`src/rtl/bool_tt_engine.sv`:
```
// Run-time programmable N_IN-input Boolean function: beat-loaded truth table,
// one-cycle registered evaluation, and an ON-set counting sweep.
module bool_tt_engine #(
  parameter int unsigned               N_IN    = 5,
  parameter int unsigned               LOAD_W  = 8,
  parameter logic [(1 << N_IN)-1:0]    INIT_TT = '0
) (
  input  logic              clk,
  input  logic              rst_n,
  input  logic [N_IN-1:0]   in_vec,
  input  logic              in_valid,
  output logic              out,
  output logic              out_valid,
  input  logic              ld_start,
  input  logic [LOAD_W-1:0] ld_data,
  input  logic              ld_valid,
  output logic              ld_ready,
  input  logic              sweep_start,
  output logic              sweep_busy,
  output logic              sweep_done,
  output logic [N_IN:0]     sweep_count
);

  localparam int unsigned TT_D  = 1 << N_IN;
  localparam int unsigned BEATS = TT_D / LOAD_W;
  localparam int unsigned BW    = (BEATS > 1) ? $clog2(BEATS) : 1;
  localparam logic [BW-1:0] LAST_BEAT = BW'(BEATS - 1);

  typedef enum logic [1:0] {
    ST_IDLE,
    ST_LOAD,
    ST_SWEEP
  } state_t;

  state_t            r_state;
  logic [TT_D-1:0]   r_tt;
  logic [BW-1:0]     r_beat;
  logic [N_IN-1:0]   r_idx;
  logic [N_IN:0]     r_count;
  logic              r_out;
  logic              r_out_valid;
  logic              r_ld_ready;
  logic              r_sweep_busy;
  logic              r_sweep_done;

  always_ff @(posedge clk or negedge rst_n) begin
    if (!rst_n) begin
      r_state      <= ST_IDLE;
      r_tt         <= INIT_TT;
      r_beat       <= '0;
      r_idx        <= '0;
      r_count      <= '0;
      r_out        <= 1'b0;
      r_out_valid  <= 1'b0;
      r_ld_ready   <= 1'b0;
      r_sweep_busy <= 1'b0;
      r_sweep_done <= 1'b0;
    end else begin
      // Evaluation reads the pre-edge table, so a same-cycle write returns the old bit.
      r_out_valid  <= in_valid;
      if (in_valid) r_out <= r_tt[in_vec];
      r_sweep_done <= 1'b0;

      case (r_state)
        ST_IDLE: begin
          if (ld_start) begin
            r_state    <= ST_LOAD;
            r_beat     <= '0;
            r_ld_ready <= 1'b1;
          end else if (sweep_start) begin
            r_state      <= ST_SWEEP;
            r_idx        <= '0;
            r_count      <= '0;
            r_sweep_busy <= 1'b1;
          end
        end

        ST_LOAD: begin
          if (ld_start) begin
            r_beat <= '0;
          end else if (ld_valid && r_ld_ready) begin
            r_tt[r_beat*LOAD_W +: LOAD_W] <= ld_data;
            if (r_beat == LAST_BEAT) begin
              r_state    <= ST_IDLE;
              r_beat     <= '0;
              r_ld_ready <= 1'b0;
            end else begin
              r_beat <= r_beat + BW'(1);
            end
          end
        end

        ST_SWEEP: begin
          r_count <= r_count + {{N_IN{1'b0}}, r_tt[r_idx]};
          r_idx   <= r_idx + N_IN'(1);
          if (r_idx == '1) begin
            r_state      <= ST_IDLE;
            r_sweep_busy <= 1'b0;
            r_sweep_done <= 1'b1;
          end
        end

        default: begin
          r_state      <= ST_IDLE;
          r_ld_ready   <= 1'b0;
          r_sweep_busy <= 1'b0;
        end
      endcase
    end
  end

  assign out         = r_out;
  assign out_valid   = r_out_valid;
  assign ld_ready    = r_ld_ready;
  assign sweep_busy  = r_sweep_busy;
  assign sweep_done  = r_sweep_done;
  assign sweep_count = r_count;

endmodule

```
`config.mk`:
```
export PLATFORM = sky130hd
export DESIGN_NAME = bool_tt_engine
export DESIGN_NICKNAME = d
export VERILOG_FILES = /design/src/rtl/bool_tt_engine.sv
export SDC_FILE = /design/constraint.sdc
export NUM_CORES = 1
export LEC_CHECK = 0
export ABC_AREA = 0
export ABC_CLOCK_PERIOD_IN_PS = 3630
export CAP_MARGIN = 20
export CORE_ASPECT_RATIO = 1.75
export CORE_MARGIN = 8
export CORE_UTILIZATION = 41
export CTS_BUF_LIST = sky130_fd_sc_hd__clkbuf_4 sky130_fd_sc_hd__clkbuf_8
export DETAILED_ROUTE_END_ITERATION = 10
export PLACE_DENSITY = 0.58
export SLEW_MARGIN = 20
export SYNTH_ARGS = -nofsm -noshare
export SYNTH_HDL_FRONTEND = slang
export SYNTH_SLANG_ARGS = --single-unit
```
`constraint.sdc`:
```
create_clock -name clk -period 3.63 [get_ports clk]
set_input_delay 0.726 -clock clk [delete_from_list [all_inputs] [get_ports clk]]
set_output_delay 0.726 -clock clk [all_outputs]
set_load 0.01 [all_outputs]
```
Word-level counts from Yosys, hierarchy flattened
Cells that the tools add are included.
Storage, ports and cells
  bits in registers: 52
  input bits: 19
  word-level logic and storage cells: 78
Cells by class
  $add $sub $neg: 4
  magnitude comparators: 2
  eq/ne operators: 13
  shift-type cells: 2
  multiplexer cells: 34
  bitwise logic cells: 3
  reduce and logical (&&, ||, !) cells: 10
Operator list (number)
  $neg A5 Y34: 1
  $shift A8 B34 Y32 const A: 1
  $shiftx A8 B34 Y32: 1
  $bwmux W32: 1
  $mux W2: 10
  $ne A2 B2 Y1 const B: 7
  $lt A5 B6 Y1 const B: 2
  $mux W6: 2
  $pmux W6 S2: 1
  $mux W1: 11
  $bmux W1 S5: 2
  $mux W5: 2
  $pmux W5 S2: 1
  $reduce_and A5 Y1: 2
  $reduce_and A3 Y1: 3
  $add A6 B1 Y6: 1
  $ne A3 B3 Y1 const B: 2
  $pmux W1 S3: 2
  $pmux W2 S3: 1
  $add A5 B1 Y5 const B: 1
  $eq A5 B5 Y1 const B: 1
  $eq A2 B2 Y1 const B: 2
  $pmux W2 S2: 1
  $reduce_and A4 Y1: 1
  other kinds (6): 9

Logic depth before layout (Yosys ltp)
Gate-level depths: netlist of the first run.
  depth after elaboration: 5
  mapped depth: 9
  mapped depth without buffers: 8

Worst setup path before layout of the first run
Ideal clock, no wire load.
  path kind: reg2reg
  from: register r_idx[0]
  to: register r_count[4] (netlist: sweep_count[4])
  library setup time: 131 ps
  arrival time: 2451 ps
  data required time: 3499 ps
  setup slack: 1048 ps
  cell stages (with the launch flop): 10
  path buffers: 1
  period minus slack after synthesis: 2582 ps
  cell sequence: dfrtp_1 buf_6 mux4_1 mux4_2 mux2_2 ha_1 ha_1 nand4_1 xor2_1 nor2_1
Between the ends
  longest elaborated chain between the ends: 4
Ends and longest elaborated chain
  start, declared: line 38  | logic [N_IN-1:0] r_idx;
  start signal, assigned: line 95  | r_idx <= r_idx + N_IN'(1);
  $bmux W1 S5: line 94  | r_count <= r_count + {{N_IN{1'b0}}, r_tt[r_idx]};
  $mux W1 (not written as such): line 94
  $add A6 B1 Y6: line 94
  $pmux W6 S2: line 64  | case (r_state)
  end signal, assigned: line 94
  end, declared: line 39  | logic [N_IN:0] r_count;
Every way passes these cells. The select of a mux whose other input is x is not followed.
A chain may end at the register's enable or synchronous reset.

Worst setup path after layout of the first run
  from: register r_idx[0]
  to: register r_count[5] (netlist: sweep_count[5])
Same word-level chain as after synthesis.

==> impl_metrics.toml, run 1 <==
[detailed_routing]
wl_per_cell_microns = 16.7
num_vias = 2087
finalWirelength_microns = 6680
viasPerCell = 5.22
drt_iter0_drc = 78
drc = 0
first_pass_iters = 4
detail-route-antenna-nets = 0

[timing]
worstMarginPinSlew_ps = 1110
clock_skew_ps = 6.31
fin_crit_sh = 0.809
worst_slack_ps = 695
slew_headroom = 0.257
hold_viol_final = 0
rsz0062_at_grt = "no"
final.setup.tns_ps = 0
timing.fmax_mhz = 341
period_needed_ps = 2930
slew_viol_final = 0
finalSetupViolCount = 0
holdWs_ps = 471

[clock_tree]
cts.sinks = 52
cts_tree = "built"
cts.clk_slew.worst_paths_ps = 100
cts_inserted_buffers = 5
cts_hold_buf = 0
cts-root-buf = "clkbuf_8"
cts_resized = 0
clock_path_buffers = 2
post_cts_buffers = 0
clk_latency_ps = 320
htreeDepth = 2

[floorplan]
initial_core_util = 0.415
die-area_sq_um = 9790
core_area_sq_um = 6710
row_count = 40
fp.dieH_microns = 125
die_x_microns = 78.3
num_io_pins = 30

[logic_synthesis]
synth_area_per_cell_sq_um = 9.84
syn_inst = 283
ys_warn_count = 0
synth_cell_type_count = 35
ys_seq_elements = 52
synth.top_cell.area_share = 0.467
yosysTopAreaCell = "dfrtp_1"
yosys-top-cells-area = "dfrtp_1, nand2_1, mux4_2, o21ai_1, mux2i_1"
syn_area_sq_um = 2790
syn_nets = 312
seq_area_frac_synth = 0.467

[power_and_ir_drop]
pwr-share-clk = 0.218
powerDensity_nw_per_um2 = 477
switching_share = 0.339
comb_power_share = 0.273
seqPwrFrac = 0.508
power.total_mw = 1.55
power_switching_uw = 528
leakage_nw = 1.40
ir_worst_vdd_uv = 255
p_int_mw = 1.03

[final_layout]
antenna_cells = 0
fin_area_sq_um = 3260
final_common_cell = "nand2_1"
drive_gt1_frac = 0.0791
fin_util = 0.486
area_growth_pct = 17.1
instances_no_fill = 400
mostFrequentLayoutCells = "nand2_1, dfrtp_1, o21ai_1"
nets = 344

[setup_path]
crit_arrival_ps = 3130
criticalPathCategory = "reg -> reg"
required_ps = 3820
critPathLaunchType = "flop"
end_kind = "flop"
path_max_fanout = 12

[run]
maxCapViolCount = 0

[global_route]
grt_use_total = 0.144
antenna_found_initial = 0
overflow = 0
grt_pass1_wl_microns = 11000
grt_max_degree = 36
grt_pass1_vias = 2104

[placed_design]
place.gp.congestion = 0.859
dpl_cell_area_sq_um = 3170
portBuffers = 29
dp_hpwl_microns = 5360
dp_slack_ps = 698
dp.cells = 392

[run_status]
status = "complete, no violations"

[worst_hold_path]
hold_path_class = "in -> async"
==> sequential cells by signal, summed over array words and instances (netlist names) <==
register and cells:
sweep_busy 1, r_idx 5, ld_ready 1, sweep_count 6, r_tt 32, out 1
out_valid 1, r_beat 2, sweep_done 1, r_state 2
==> critical path: stages (launching register included) <==
cell	delay (ps)
dfrtp_1	720
mux4_1	640
mux4_2	470
mux2_2	280
ha_1	190
and3_1	200
nand4_1	100
xor2_1	160
nor2_1	50
==> cells in the mapped netlist <==
| library cell | number |
|---|---|
| a211oi_1 | 1 |
| a21o_1 | 1 |
| a21oi_1 | 9 |
| a22o_1 | 5 |
| a22oi_1 | 3 |
| a31oi_1 | 2 |
| a41oi_1 | 1 |
| and2_1 | 2 |
| and3_1 | 3 |
| buf_2 | 2 |
| buf_6 | 1 |
| clkbuf_1 | 6 |
| dfrtp_1 | 52 |
| ha_1 | 10 |
| inv_1 | 3 |
| inv_2 | 1 |
| mux2_2 | 1 |
| mux2i_1 | 16 |
| mux4_1 | 2 |
| mux4_2 | 8 |
| nand2_1 | 77 |
| nand2b_1 | 4 |
| nand3_1 | 3 |
| nand4_1 | 4 |
| nor2_1 | 12 |
| nor2b_1 | 3 |
| nor3_1 | 2 |
| nor3b_1 | 4 |
| o211ai_1 | 1 |
| o21ai_0 | 1 |
| o21ai_1 | 34 |
| o21ba_2 | 1 |
| o21bai_1 | 1 |
| o22ai_1 | 1 |
| xor2_1 | 6 |
==> worst paths after layout <==
path	from	to	slack, ps	depth (start not counted)
setup / recovery	r_idx[0]	sweep_count[5]	700	8
hold / removal	rst_n	sweep_count[1]	470	1
setup reg to reg	r_idx[0]	sweep_count[5]	700	8
hold reg to reg	r_tt[23]	r_tt[23]	520	2
max in group asynchronous	rst_n	out	2440	2
min in group clk	r_tt[23]	r_tt[23]	520	2
==> logic make-up (layout without fill, tap and decap cells) <==
family,count (synthesis),count (layout),synth area share
AO/OA/AOI/OAI,61,61,0.127
flip-flops,52,52,0.467
multiplexers,27,27,0.145
buffers and inverters,13,46,0.0211
XOR/XNOR,6,6,0.0189
AND/OR/NAND/NOR,114,114,0.176
adder cells (fa/ha/maj),10,10,0.0449
==> power groups by stage <==
stage               registers [mW]  logic, mW  clock network (mW)
floorplan                    0.742      0.337                   0
global placement             0.801      0.425                   0
detailed placement           0.803      0.432                   0
CTS                          0.793      0.434               0.356
global route                 0.809      0.472               0.373
finish                       0.790      0.425               0.340
==> metal layers <==
layer / share of wire / vias up / GRT usage
met3: 0.038 / 10 / 0.0330
li1: - / 1054 / -
met1: 0.40 / 979 / 0.158
met4: 0.030 / 0 / 0.0681
met2: 0.53 / 44 / 0.252
met5: 0 / - / 0
==> layout make-up <==
type | instances | area [sq um]
clock inverter | 3 | 22.5
tap | 84 | 105
inverter | 4 | 15.0
sequential | 52 | 1300
multi-input combinational | 218 | 1430
timing repair buffer | 34 | 323
clock buffer | 5 | 68.8
fill | 676 | 3450
Note: power is estimated with default switching activity, not from simulation.
==> run 2: changes to the inputs <==
--- a/config.mk
+++ b/config.mk
@@ -6,7 +6,7 @@
 export NUM_CORES = 1
 export LEC_CHECK = 0
 export ABC_AREA = 0
-export ABC_CLOCK_PERIOD_IN_PS = 3630
+export ABC_CLOCK_PERIOD_IN_PS = 2910
 export CAP_MARGIN = 20
 export CORE_ASPECT_RATIO = 1.75
 export CORE_MARGIN = 8
==> constraint.sdc (replaced) <==
create_clock -name clk -period 2.91 [get_ports clk]
set_input_delay 0.582 -clock clk [delete_from_list [all_inputs] [get_ports clk]]
set_output_delay 0.582 -clock clk [all_outputs]
set_load 0.01 [all_outputs]
==> run 2 against run 1 <==
Non-clock buffer count grew 6. Clock skew rose by 4.9 ps. Routed wire length rose by 4.3%. Core utilization increased by 0.88 points. Design area increased by 1.8%. Power grew 29%. Critical path type unchanged. Largest cell class unchanged. Highest routed layer unchanged.
==> impl_metrics.toml, run 2 (same netlist as run 1, synthesis figures left out) <==
[floorplan]
row_count = 40
die-area_sq_um = 9790
fp.dieH_microns = 125
initial_core_util = 0.415
core_area_sq_um = 6710
die_x_microns = 78.3
num_io_pins = 30

[timing]
slew_headroom = 0.669
rsz0062_at_grt = "no"
finalSetupViolCount = 0
clock_skew_ps = 11.2
period_needed_ps = 2680
hold_viol_final = 0
fin_crit_sh = 0.920
holdWs_ps = 218
slew_viol_final = 0
worstMarginPinSlew_ps = 496
timing.fmax_mhz = 374
final.setup.tns_ps = 0

[run_status]
status = "complete, no violations"

[power_and_ir_drop]
pwr-share-clk = 0.216
power.total_mw = 2.01
powerDensity_nw_per_um2 = 604
ir_worst_vdd_uv = 405
switching_share = 0.336
comb_power_share = 0.305
power_switching_uw = 674
seqPwrFrac = 0.479
leakage_nw = 1.43
p_int_mw = 1.33

[final_layout]
antenna_cells = 0
mostFrequentLayoutCells = "nand2_1, dfrtp_1, o21ai_1"
nets = 350
fin_area_sq_um = 3320
final_common_cell = "nand2_1"
largest_reg_flops = 32
area_growth_pct = 19.2
instances_no_fill = 406
largest_register = "r_tt"
drive_gt1_frac = 0.0963

[detailed_routing]
drc = 0
detail-route-antenna-nets = 0
wl_per_cell_microns = 17.2
drt_iter0_drc = 95
viasPerCell = 5.28
finalWirelength_microns = 6970
first_pass_iters = 4
num_vias = 2145

[worst_hold_path]
hold_path_class = "in -> async"

[placed_design]
dp_hpwl_microns = 5540
portBuffers = 29
dp.cells = 398
place.gp.congestion = 0.872
dpl_cell_area_sq_um = 3230

[setup_path]
cpPeakStageDelay_ps = 560
worst_path_max_delay_cell = "mux4_1"
critPathLaunchType = "flop"
path_cells = "buf_12 -> mux4_1 -> mux4_2 -> mux2_2 -> ha_1 -> and3_1 -> nand4_1 -> xor2_1 -> nor2_1"
crit_arrival_ps = 2860
crit_family = "multiplexers"
crit_start = "r_idx[0]"
path_max_fanout = 12
criticalPathCategory = "reg -> reg"
end_kind = "flop"
required_ps = 3100
path_buf_inv = 1
r2r_start = "r_idx[0]"

[clock_tree]
cts_inserted_buffers = 5
cts.clk_slew.worst_paths_ps = 90
htreeDepth = 2
cts_tree = "built"
clock_path_buffers = 2
post_cts_buffers = 0
cts_hold_buf = 0
cts-root-buf = "clkbuf_8"
cts.sinks = 52
clk_latency_ps = 320
cts_resized = 0

[global_route]
grt_use_total = 0.151
grt_max_degree = 22
antenna_found_initial = 0
overflow = 0
grt_pass1_vias = 2247
grt_pass1_wl_microns = 11600

[run]
maxCapViolCount = 0
-- run 2: cell count changes in the layout (fill, tap and decap cells not counted) --
cell	before	now
clkbuf_4	0	1
buf_4	5	10
inv_6	1	0
buf_12	0	1
clkinv_2	1	0
clkinvlp_4	0	1
-- run 2: power groups by stage --
stage | Clock (mW) | Sequential (mW) | Combinational (mW)
after detailed placement | 0 | 0.979 | 0.624
after global routing | 0.472 | 0.982 | 0.686
after CTS | 0.453 | 0.965 | 0.626
final | 0.432 | 0.962 | 0.612
after global placement | 0 | 0.975 | 0.611
after floorplan | 0 | 0.926 | 0.420
-- run 2: metal layers --
| layer | up-vias | GRT usage | wire, microns |
|---|---|---|---|
| li1 | 1064 | - | - |
| met2 | 43 | 0.268 | 3740 |
| met3 | 17 | 0.0294 | 233 |
| met1 | 1021 | 0.160 | 2690 |
| met5 | - | 0 | 0 |
| met4 | 0 | 0.0834 | 297 |
-- run 2: path summary, 6_finish.rpt --
check,to,slack [ps],cells after the start
min in group clk,r_tt[25],520,2
max,sweep_count[5],230,9
max in group asynchronous,r_tt[21],2070,2
min reg2reg,r_tt[25],520,2
max reg2reg,sweep_count[5],230,9
min,r_tt[31],220,1
-- run 2: area by class of cell --
type / count / area (sq um)
fillers: 665 / 3390
multi-input cells: 218 / 1430
flip-flops and latches: 52 / 1300
repair buffers: 40 / 380
well taps: 84 / 105
clock buffers: 6 / 76.3
clock inverters: 2 / 16.3
inverters: 4 / 15.0
-- run 2: through the flow --
stage	setup WS, ps	utilization
6_report	234	0.495
5_1_grt	93.7	0.495
4_1_cts	223	0.495
3_5_place_dp	247	0.481
3_3_place_gp	303	0.481
2_1_floorplan	328	-
==> run 3: changes to the inputs <==
--- a/config.mk
+++ b/config.mk
@@ -6,7 +6,7 @@
 export NUM_CORES = 1
 export LEC_CHECK = 0
 export ABC_AREA = 0
-export ABC_CLOCK_PERIOD_IN_PS = 2910
+export ABC_CLOCK_PERIOD_IN_PS = 3250
 export CAP_MARGIN = 20
 export CORE_ASPECT_RATIO = 1.75
 export CORE_MARGIN = 8
==> constraint.sdc (replaced) <==
create_clock -name clk -period 3.25 [get_ports clk]
set_input_delay 0.65 -clock clk [delete_from_list [all_inputs] [get_ports clk]]
set_output_delay 0.65 -clock clk [all_outputs]
set_load 0.01 [all_outputs]
==> run 3 against run 2 <==
Flip-flop and latch count unchanged. Design area decreased by 1.3%. Sequential share of layout area increased by 0.51 points. Maximum frequency decreased by 0.65%. Count of clock-buffer cells in the layout unchanged. Clock power decreased by 11%. Critical path depth unchanged. Routed wire length decreased by 2.0%. Die area unchanged. Worst setup slack improved by 320 ps. Core utilization decreased by 0.63 points.
==> impl_metrics.toml, run 3 (same netlist as run 1, synthesis figures left out) <==
[setup_path]
path_cells = "buf_4 -> mux4_1 -> mux4_2 -> mux2_2 -> ha_1 -> and3_1 -> nand4_1 -> xor2_1 -> nor2_1"
cpPeakStageDelay_ps = 580
end_kind = "flop"
critPathLaunchType = "flop"
rrSetupSlack_ps = 560
path_max_fanout = 12
crit_start = "r_idx[0]"
crit_arrival_ps = 2890
criticalPathCategory = "reg -> reg"
worst_path_max_delay_cell = "mux4_1"
cp.depth = 9
crit_family = "multiplexers"
r2r_start = "r_idx[0]"
rr_worst_depth = 9
crit_end = "sweep_count[5]"
path_buf_inv = 1
r2r-end = "sweep_count[5]"
required_ps = 3440

[detailed_routing]
wl_met1_microns = 2750
detail-route-antenna-nets = 0
first_pass_iters = 4
drc = 0
finalWirelength_microns = 6830
viasPerCell = 5.22
drt_iter0_drc = 98
wl_met3_microns = 232
top_layer_used = "met4"
wl_met2_microns = 3710
wl_per_cell_microns = 17.0
num_vias = 2097

[clock_tree]
cts-root-buf = "clkbuf_8"
htreeDepth = 2
cts.sinks = 52
clk_latency_ps = 320
cts_inserted_buffers = 5
cts.clk_slew.worst_paths_ps = 100
cts_hold_buf = 0
cts_tree = "built"
cts_resized = 0
clock_path_buffers = 2
post_cts_buffers = 0

[power_and_ir_drop]
pwr-share-clk = 0.219
ir_worst_vdd_uv = 294
leakage_nw = 1.41
power_switching_uw = 589
powerDensity_nw_per_um2 = 535
seqPwrFrac = 0.487
switching_share = 0.336
p_int_mw = 1.16
power.total_mw = 1.75
comb_power_share = 0.294

[run_status]
status = "complete, no violations"

[global_route]
grt_use_total = 0.146
antenna_found_initial = 0
overflow = 0
grt_max_degree = 35
grt_pass1_wl_microns = 11200
grt_pass1_vias = 2129

[run]
maxCapViolCount = 0

[final_layout]
area_growth_pct = 17.7
drive_gt1_frac = 0.0849
seqCellArea_sq_um = 1300
largest_reg_flops = 32
mostFrequentLayoutCells = "nand2_1, dfrtp_1, o21ai_1"
antenna_cells = 0
multiInputGateArea_sq_um = 1430
nets = 346
largest_register = "r_tt"
layout.filler_cells = 694
final_common_cell = "nand2_1"

[floorplan]
fp.dieH_microns = 125
die-area_sq_um = 9790
core_area_sq_um = 6710
num_io_pins = 30
row_count = 40
initial_core_util = 0.415
die_x_microns = 78.3

[timing]
slew_viol_final = 0
fin_crit_sh = 0.829
period_needed_ps = 2690
finalSetupViolCount = 0
rsz0062_at_grt = "no"
worstMarginPinSlew_ps = 903
timing.fmax_mhz = 371
final.setup.tns_ps = 0
slew_headroom = 0.397
hold_viol_final = 0
clock_skew_ps = 11.5

[placed_design]
dp_hpwl_microns = 5380
portBuffers = 29
place.gp.congestion = 0.832

[worst_hold_path]
hold_path_class = "in -> async"
-- run 3: cell types whose count changed in the layout (fill, tap and decap cells not counted) --
cell,delta
buf_4,-3
buf_12,-1
-- run 3: worst min path at each step --
stage / cells past startpoint / slack (ps) / to / startpoint
3_5_place_dp: 2 / 510 / r_tt[1] / r_tt[1]
2_1_floorplan: 0 / 350 / ld_ready / rst_n
6_report: 1 / 260 / r_tt[7] / rst_n
4_1_cts: 1 / 270 / r_tt[7] / rst_n
3_3_place_gp: 2 / 490 / r_tt[6] / r_tt[6]
5_1_grt: 1 / 270 / r_tt[7] / rst_n
-- run 3: worst register-to-register path, cell delays in order, from the launching register on --
cell and delay [ps]:
dfrtp_1 330, buf_4 220, mux4_1 580, mux4_2 470, mux2_2 280, ha_1 190, and3_1 190, nand4_1 100
xor2_1 160, nor2_1 60
-- run 3: cell type report --
type                            instances  area share
Multi-Input combinational cell        218       0.435
Sequential cell                        52       0.397
Timing Repair Buffer                   36       0.103
Tap cell                               84      0.0321
Clock buffer                            6      0.0233
Clock inverter                          2     0.00496
Inverter                                4     0.00458
-- run 3: stage by stage --
stage                     area, sq um  setup WS, ps  instances  hold slack, ps  utilization
after global placement           3180           630        394             494        0.475
after detailed placement         3180           562        394             505        0.475
after global routing             3280           402        402             266        0.489
final                            3280           556        402             261        0.489
after floorplan                  2790           668        283             354            -
after CTS                        3280           536        402             267        0.489
-- run 3: metal layers --
layer	GRT usage	up-vias
li1	-	1060
met3	0.0337	8
met5	0	-
met2	0.258	33
met4	0.0582	0
met1	0.161	996
-- run 3: power groups by stage --
| stage | clock network, mW | logic, mW | registers [mW] |
|---|---|---|---|
| 2_1_floorplan | 0 | 0.376 | 0.829 |
| 3_3_place_gp | 0 | 0.517 | 0.865 |
| 3_5_place_dp | 0 | 0.523 | 0.868 |
| 4_1_cts | 0.402 | 0.524 | 0.855 |
| 5_1_grt | 0.423 | 0.577 | 0.872 |
| 6_report | 0.384 | 0.515 | 0.854 |
